==> config.mk <==
export PLATFORM = sky130hd
export DESIGN_NAME = dfg_stream_sink
export DESIGN_NICKNAME = d
export VERILOG_FILES = /design/src/rtl/dfg_pkg.sv /design/src/rtl/dfg_sync_fifo.sv /design/src/rtl/dfg_stream_sink.sv
export SDC_FILE = /design/constraint.sdc
export NUM_CORES = 1
export LEC_CHECK = 0
export ABC_AREA = 1
export CAP_MARGIN = 0
export CORE_MARGIN = 1.5
export CORE_UTILIZATION = 57
export CTS_BUF_LIST = sky130_fd_sc_hd__clkbuf_8
export CTS_CLUSTER_DIAMETER = 80
export DETAILED_ROUTE_END_ITERATION = 12
export GPL_ROUTABILITY_DRIVEN = 0
export MAX_ROUTING_LAYER = met4
export PLACE_DENSITY = 0.87
export SETUP_SLACK_MARGIN = 0.1
export SLEW_MARGIN = 20
export SYNTH_ARGS = -nofsm -noshare
export SYNTH_HDL_FRONTEND = slang
export SYNTH_SLANG_ARGS = --single-unit
==> constraint.sdc <==
create_clock -name CLK -period 3.7 [get_ports CLK]
set_input_delay 0.74 -clock CLK [delete_from_list [all_inputs] [get_ports CLK]]
set_output_delay 0.74 -clock CLK [all_outputs]
set_load 0.02 [all_outputs]
==> src/rtl/dfg_pkg.sv <==
// Shared definitions for the dataflow operator chain and its stream sink.
//
// Contents:
//   DfgTokenW     default token data width, shared with the operators.
//   sink_state_e  stream sink run-state encoding.
//   ptr_w()       address width of a power-of-two FIFO, log2(depth).
package dfg_pkg;

    localparam int unsigned DfgTokenW = 16;

    typedef enum logic [1:0] {
        StIdle,
        StRun,
        StDrain,
        StDone
    } sink_state_e;

    // Address bits needed to index a FIFO of the given depth; the FIFO adds
    // one extra wrap bit on top of this to tell full from empty.
    function automatic int unsigned ptr_w(input int unsigned depth);
        return (depth <= 1) ? 1 : $clog2(depth);
    endfunction

endpackage

==> src/rtl/dfg_sync_fifo.sv <==
// Synchronous first-word-fall-through FIFO.
//
// A word pushed at edge k is visible on head/!empty right after edge k.
// head is registered and holds its last value while the FIFO is empty.
// A push into a full FIFO succeeds only when a pop happens on the same edge.
//
// Ports:
//   clk    clock
//   rst    asynchronous active-high reset, empties the FIFO, head=0
//   push   write din (ignored when full without a simultaneous pop)
//   din    write data
//   pop    remove the head word (ignored when empty)
//   head   head-of-queue data, valid while !empty
//   full   all DEPTH entries occupied
//   empty  no entries occupied
module dfg_sync_fifo
    import dfg_pkg::*;
#(
    parameter int unsigned N     = DfgTokenW,
    parameter int unsigned DEPTH = 16
) (
    input  logic         clk,
    input  logic         rst,
    input  logic         push,
    input  logic [N-1:0] din,
    input  logic         pop,
    output logic [N-1:0] head,
    output logic         full,
    output logic         empty
);

    localparam int unsigned AW = ptr_w(DEPTH);

    logic [N-1:0] mem [DEPTH];
    logic [AW:0]  wr_ptr;
    logic [AW:0]  rd_ptr;
    logic [AW:0]  wr_ptr_nxt;
    logic [AW:0]  rd_ptr_nxt;
    logic         push_ok;
    logic         pop_ok;
    logic [N-1:0] next_head;

    assign empty = (wr_ptr == rd_ptr);
    assign full  = (wr_ptr[AW] != rd_ptr[AW]) && (wr_ptr[AW-1:0] == rd_ptr[AW-1:0]);

    assign pop_ok  = pop && !empty;
    // When full, the slot being written is the one being popped this edge.
    assign push_ok = push && (!full || pop_ok);

    assign wr_ptr_nxt = wr_ptr + {{AW{1'b0}}, push_ok};
    assign rd_ptr_nxt = rd_ptr + {{AW{1'b0}}, pop_ok};

    // Head after this edge: the slot rd_ptr_nxt points to, bypassing the
    // memory when that slot is being written right now.
    always_comb begin
        next_head = mem[rd_ptr_nxt[AW-1:0]];
        if (push_ok && (wr_ptr[AW-1:0] == rd_ptr_nxt[AW-1:0])) begin
            next_head = din;
        end
    end

    always_ff @(posedge clk) begin
        if (push_ok) begin
            mem[wr_ptr[AW-1:0]] <= din;
        end
    end

    always_ff @(posedge clk or posedge rst) begin
        if (rst) begin
            wr_ptr <= '0;
            rd_ptr <= '0;
            head   <= '0;
        end else begin
            wr_ptr <= wr_ptr_nxt;
            rd_ptr <= rd_ptr_nxt;
            if (wr_ptr_nxt != rd_ptr_nxt) begin
                head <= next_head;
            end
        end
    end

endmodule

==> src/rtl/dfg_stream_sink.sv <==
// Terminal consumer of the dataflow operator chain.
//
// Captures tokens from the last operator (R_IN/D_IN) into a FIFO while a run
// is armed, counts them against a host-programmed total, drains them to the
// host over DOUT_VALID/DOUT_READY and reports completion. The operator side
// has no backpressure, so tokens arriving into a full FIFO are dropped and
// flagged on the sticky OVERFLOW output; they are still counted so a run
// always terminates.
//
// Ports:
//   CLK, RST    clock, asynchronous active-high reset
//   EN          global operator enable; capture only while high
//   R_IN, D_IN  token-present flag and token data from upstream
//   START       one-cycle pulse arming a run (honoured in IDLE/DONE only)
//   EXPECTED    token total of the run, sampled on START
//   DOUT        FIFO head data, valid while DOUT_VALID
//   DOUT_VALID  FIFO not empty
//   DOUT_READY  host accepts DOUT
//   COUNT       tokens received this run, dropped ones included
//   BUSY        run in progress (RUN or DRAIN)
//   DONE        run finished and FIFO drained
//   OVERFLOW    sticky: a token was dropped this run
module dfg_stream_sink
    import dfg_pkg::*;
#(
    parameter int unsigned N     = DfgTokenW,
    parameter int unsigned DEPTH = 16,
    parameter int unsigned CNT_W = 32
) (
    input  logic             CLK,
    input  logic             RST,
    input  logic             EN,
    input  logic             R_IN,
    input  logic [N-1:0]     D_IN,
    input  logic             START,
    input  logic [CNT_W-1:0] EXPECTED,
    output logic [N-1:0]     DOUT,
    output logic             DOUT_VALID,
    input  logic             DOUT_READY,
    output logic [CNT_W-1:0] COUNT,
    output logic             BUSY,
    output logic             DONE,
    output logic             OVERFLOW
);

    sink_state_e      state_q;
    logic [CNT_W-1:0] count_q;
    logic [CNT_W-1:0] exp_q;
    logic             busy_q;
    logic             done_q;
    logic             ovf_q;

    logic             fifo_full;
    logic             fifo_empty;
    logic             capture;
    logic             pop;
    logic             drop;
    logic [CNT_W-1:0] count_inc;

    // The count < expected term keeps COUNT saturated at the run total.
    assign capture   = (state_q == StRun) && EN && R_IN && (count_q < exp_q);
    assign pop       = !fifo_empty && DOUT_READY;
    assign drop      = capture && fifo_full && !pop;
    assign count_inc = count_q + {{(CNT_W-1){1'b0}}, 1'b1};

    dfg_sync_fifo #(
        .N     (N),
        .DEPTH (DEPTH)
    ) u_fifo (
        .clk   (CLK),
        .rst   (RST),
        .push  (capture),
        .din   (D_IN),
        .pop   (DOUT_READY),
        .head  (DOUT),
        .full  (fifo_full),
        .empty (fifo_empty)
    );

    always_ff @(posedge CLK or posedge RST) begin
        if (RST) begin
            state_q <= StIdle;
            count_q <= '0;
            exp_q   <= '0;
            busy_q  <= 1'b0;
            done_q  <= 1'b0;
            ovf_q   <= 1'b0;
        end else begin
            unique case (state_q)
                StIdle, StDone: begin
                    if (START) begin
                        exp_q   <= EXPECTED;
                        count_q <= '0;
                        ovf_q   <= 1'b0;
                        busy_q  <= 1'b1;
                        done_q  <= 1'b0;
                        state_q <= (EXPECTED == '0) ? StDrain : StRun;
                    end
                end
                StRun: begin
                    if (capture) begin
                        count_q <= count_inc;
                        if (drop) begin
                            ovf_q <= 1'b1;
                        end
                        if (count_inc == exp_q) begin
                            state_q <= StDrain;
                        end
                    end
                end
                StDrain: begin
                    if (fifo_empty) begin
                        state_q <= StDone;
                        busy_q  <= 1'b0;
                        done_q  <= 1'b1;
                    end
                end
            endcase
        end
    end

    assign DOUT_VALID = !fifo_empty;
    assign COUNT      = count_q;
    assign BUSY       = busy_q;
    assign DONE       = done_q;
    assign OVERFLOW   = ovf_q;

endmodule
==> results.json <==
{
  "status": "complete, but fails checks",
  "violations": "negative setup slack",
  "dieArea_mm2": 0.0303,
  "syn-cell-area_mm2": 0.0167,
  "fin_crit_ns": 3.75,
  "top_usage_layer": "met2",
  "grt_util_met3": 0.0525,
  "tightest_slew_ns": 1.00,
  "path_clk_slew_ns": 0.07,
  "ir_drop_v": 0.000502,
  "cp-end-kind": "register",
  "antenna_found_initial": 0,
  "grtUsageTotal": 0.305,
  "place_area_mm2": 0.0185,
  "grtUsageMet2": 0.485,
  "dp_slack_ns": 0.0872,
  "netlist_instances": 1707,
  "clk_path_buf_depth": 3,
  "clk-insertion-delay-late_ns": 0.62,
  "syn-num-nets": 1800,
  "fin_util": 0.689,
  "setup_slack_ns": -0.0510,
  "drc": 0,
  "die_h_um": 174,
  "cts-root-buf": "clkbuf_8",
  "drt_pass1_iterations": 6,
  "ios": 106,
  "seq_area_frac_synth": 0.604,
  "fill_cells": 1922,
  "clock_sinks": 351,
  "gr-usage-met1": 0.382,
  "avgViaCountPerCell": 6.18,
  "die_w_um": 174,
  "cts_hold_buf": 0,
  "hold-worst-slack_ns": 0.521,
  "wl_per_cell_um": 20.5,
  "synth_flop_cell": "edfxtp_1",
  "yosysWarnings": 0,
  "grt_max_degree": 78,
  "cts_tree": "done",
  "power_density_mw_per_mm2": 782,
  "setup_violations": 1,
  "synth_cell_type_count": 43,
  "cts_max_level": 2,
  "min_path_type": "register to register",
  "grt_pass1_wl_um": 69900,
  "grt.overflow.total": 0,
  "finalClockSkew_ns": 0.0209,
  "grt_pass1_vias": 13300,
  "wirelength_um": 47000,
  "crit_fanout": 7,
  "num_antenna_cells": 0,
  "numCtsBuffers": 56,
  "relSlewSlack": 0.330,
  "slew_viol_final": 0,
  "cp_data_required_time_ns": 4.20,
  "core_area_mm2": 0.0288,
  "synthArstFlopShare": 0.271,
  "io_buffers": 105,
  "start_kind": "register",
  "worstSetupPathType": "register to register",
  "dp_hpwl_um": 29700,
  "start_util": 0.579,
  "hold_viol": 0,
  "avgSynthCellArea_um2": 9.77,
  "final_nets": 1955,
  "post-route-period-util": 1.01,
  "ant_nets": 0,
  "layout-drive-gt1-share": 0.109,
  "drt_iter0_drc": 2110,
  "cp.arrival_ns": 4.25,
  "syn_to_final_growth_pct": 18.9,
  "leakage_nw": 7.87,
  "rows": 62,
  "fmax_mhz": 267,
  "cap_viol_max_count": 0,
  "setup_tns_ns": -0.0510,
  "num_vias": 14200,
  "synth_edf_count": 256,
  "fin_area_mm2": 0.0198,
  "ys_seq_elements": 351
}
## cell usage in the layout, fill, tap and decap left out, types with 2 or more instances in the layout
master           count
a21oi_2              3
nand3_2              3
clkbuf_8            62
nand3_1            113
xnor2_1              4
a21oi_1             35
o32ai_1             64
inv_2                3
dfrtp_2              9
nor3_1               2
nor4_1               8
buf_12              13
nand2_1            323
nor4_2               4
clkdlybuf4s50_1    105
nand2_2              7
ha_4                 6
xor2_1              12
inv_6                4
o22ai_1             17
clkinv_2             8
nand2_4              3
and2_1               2
xor2_4               2
nor2_1             333
nor2_8               4
o21ai_0            141
ha_1                33
buf_4               46
nor2_2              14
nor2_4               5
dfrtp_1             86
o21ai_1              4
nand4_1             12
edfxtp_1           256
clkinv_1             4
inv_1              140
## what timing repair did
action	4_1_cts	5_1_grt
setup buffers	0	13
setup endpoints to repair	16	16
cloned	0	1
gates resized for setup	4	29
pin swaps	1	8
## power breakdown
part           total [mW]  internal, mW  switching, mW
registers            5.09          4.69          0.402
clock network        3.10          1.55           1.55
logic                7.31          2.55           4.76
## state kept, by name (all words and copies together), names as in the netlist
name	flops
COUNT	32
OVERFLOW	1
u_fifo.mem	256
DONE	1
u_fifo.head	16
u_fifo.wr_ptr	5
BUSY	1
u_fifo.rd_ptr	5
state_q	2
exp_q	32
## worst paths after layout
kind,from,slack [ns],cells after the start,end
min reg2reg,state_q[0]$_DFFE_PP0P_,0.52,2,state_q[0]$_DFFE_PP0P_
max reg2reg,COUNT[30]$_DFFE_PP0P_,-0.05,17,u_fifo.head[11]$_DFFE_PP0P_
min in group asynchronous,RST,0.70,2,exp_q[23]$_DFFE_PP0P_
max,COUNT[30]$_DFFE_PP0P_,-0.05,17,u_fifo.head[11]$_DFFE_PP0P_
min,state_q[0]$_DFFE_PP0P_,0.52,2,state_q[0]$_DFFE_PP0P_
max in group asynchronous,RST,2.19,3,COUNT[0]$_DFFE_PP0P_
## cell usage after synthesis, drive strengths merged (15+ instances only)
library cell	count	share of area
nor2	356	0.087
nand2	333	0.077
edfxtp	256	0.46
o21ai	145	0.044
inv	120	0.027
nand3	117	0.036
dfrtp	95	0.14
o32ai	64	0.034
clkbuf	44	0.010
ha	39	0.029
a21oi	38	0.012
buf	25	0.0075
o22ai	17	0.0064
xor2	15	0.0083
## routing by layer
layer	vias up	share of wire	wire [um]
met5	-	0	0
met4	0	0.055	2560
met2	1157	0.47	22200
met3	236	0.12	5740
met1	6556	0.35	16600
li1	6221	-	-
## critical path: stages, from the launching register on
cell       delay (ns)
dfrtp_2          0.44
ha_1             0.35
nand2_1          0.08
nor2_1           0.06
a211oi_2         0.26
nand2_1          0.13
a21oi_2          0.22
nand3_4          0.16
nor2_4           0.22
ha_4             0.18
ha_4             0.16
xor2_4           0.22
xor2_2           0.12
a2111oi_4        0.32
nand3_2          0.29
buf_4            0.26
nand2_1          0.08
nand2_1          0.08
## cell families after synthesis
group	count (synthesis)	share of synthesized area
flops	351	0.604
buf+inv	189	0.0445
simple gates	838	0.212
mux	1	0.000675
xor+xnor	20	0.0119
fa+ha+maj	39	0.0293
compound gates	269	0.0978
## through the flow
step | cells | power [mW]
global placement | 2174 | 11.6
detailed placement | 2174 | 11.9
finish | 2292 | 15.5
floorplan | 1707 | 9.46
global route | 2292 | 16.3
CTS | 2278 | 15.0
## area by class of cell
| type | instances | area [um2] | area share |
|---|---|---|---|
| clock buffer | 62 | 853 | 0.0430 |
| inverter | 120 | 464 | 0.0234 |
| sequential | 351 | 10100 | 0.508 |
| timing repair buffer | 166 | 1680 | 0.0849 |
| tap | 384 | 480 | 0.0242 |
| clock inverter | 42 | 196 | 0.00991 |
| multi-input combinational | 1167 | 6070 | 0.306 |
No activity file was read; power rests on OpenSTA's default activity.
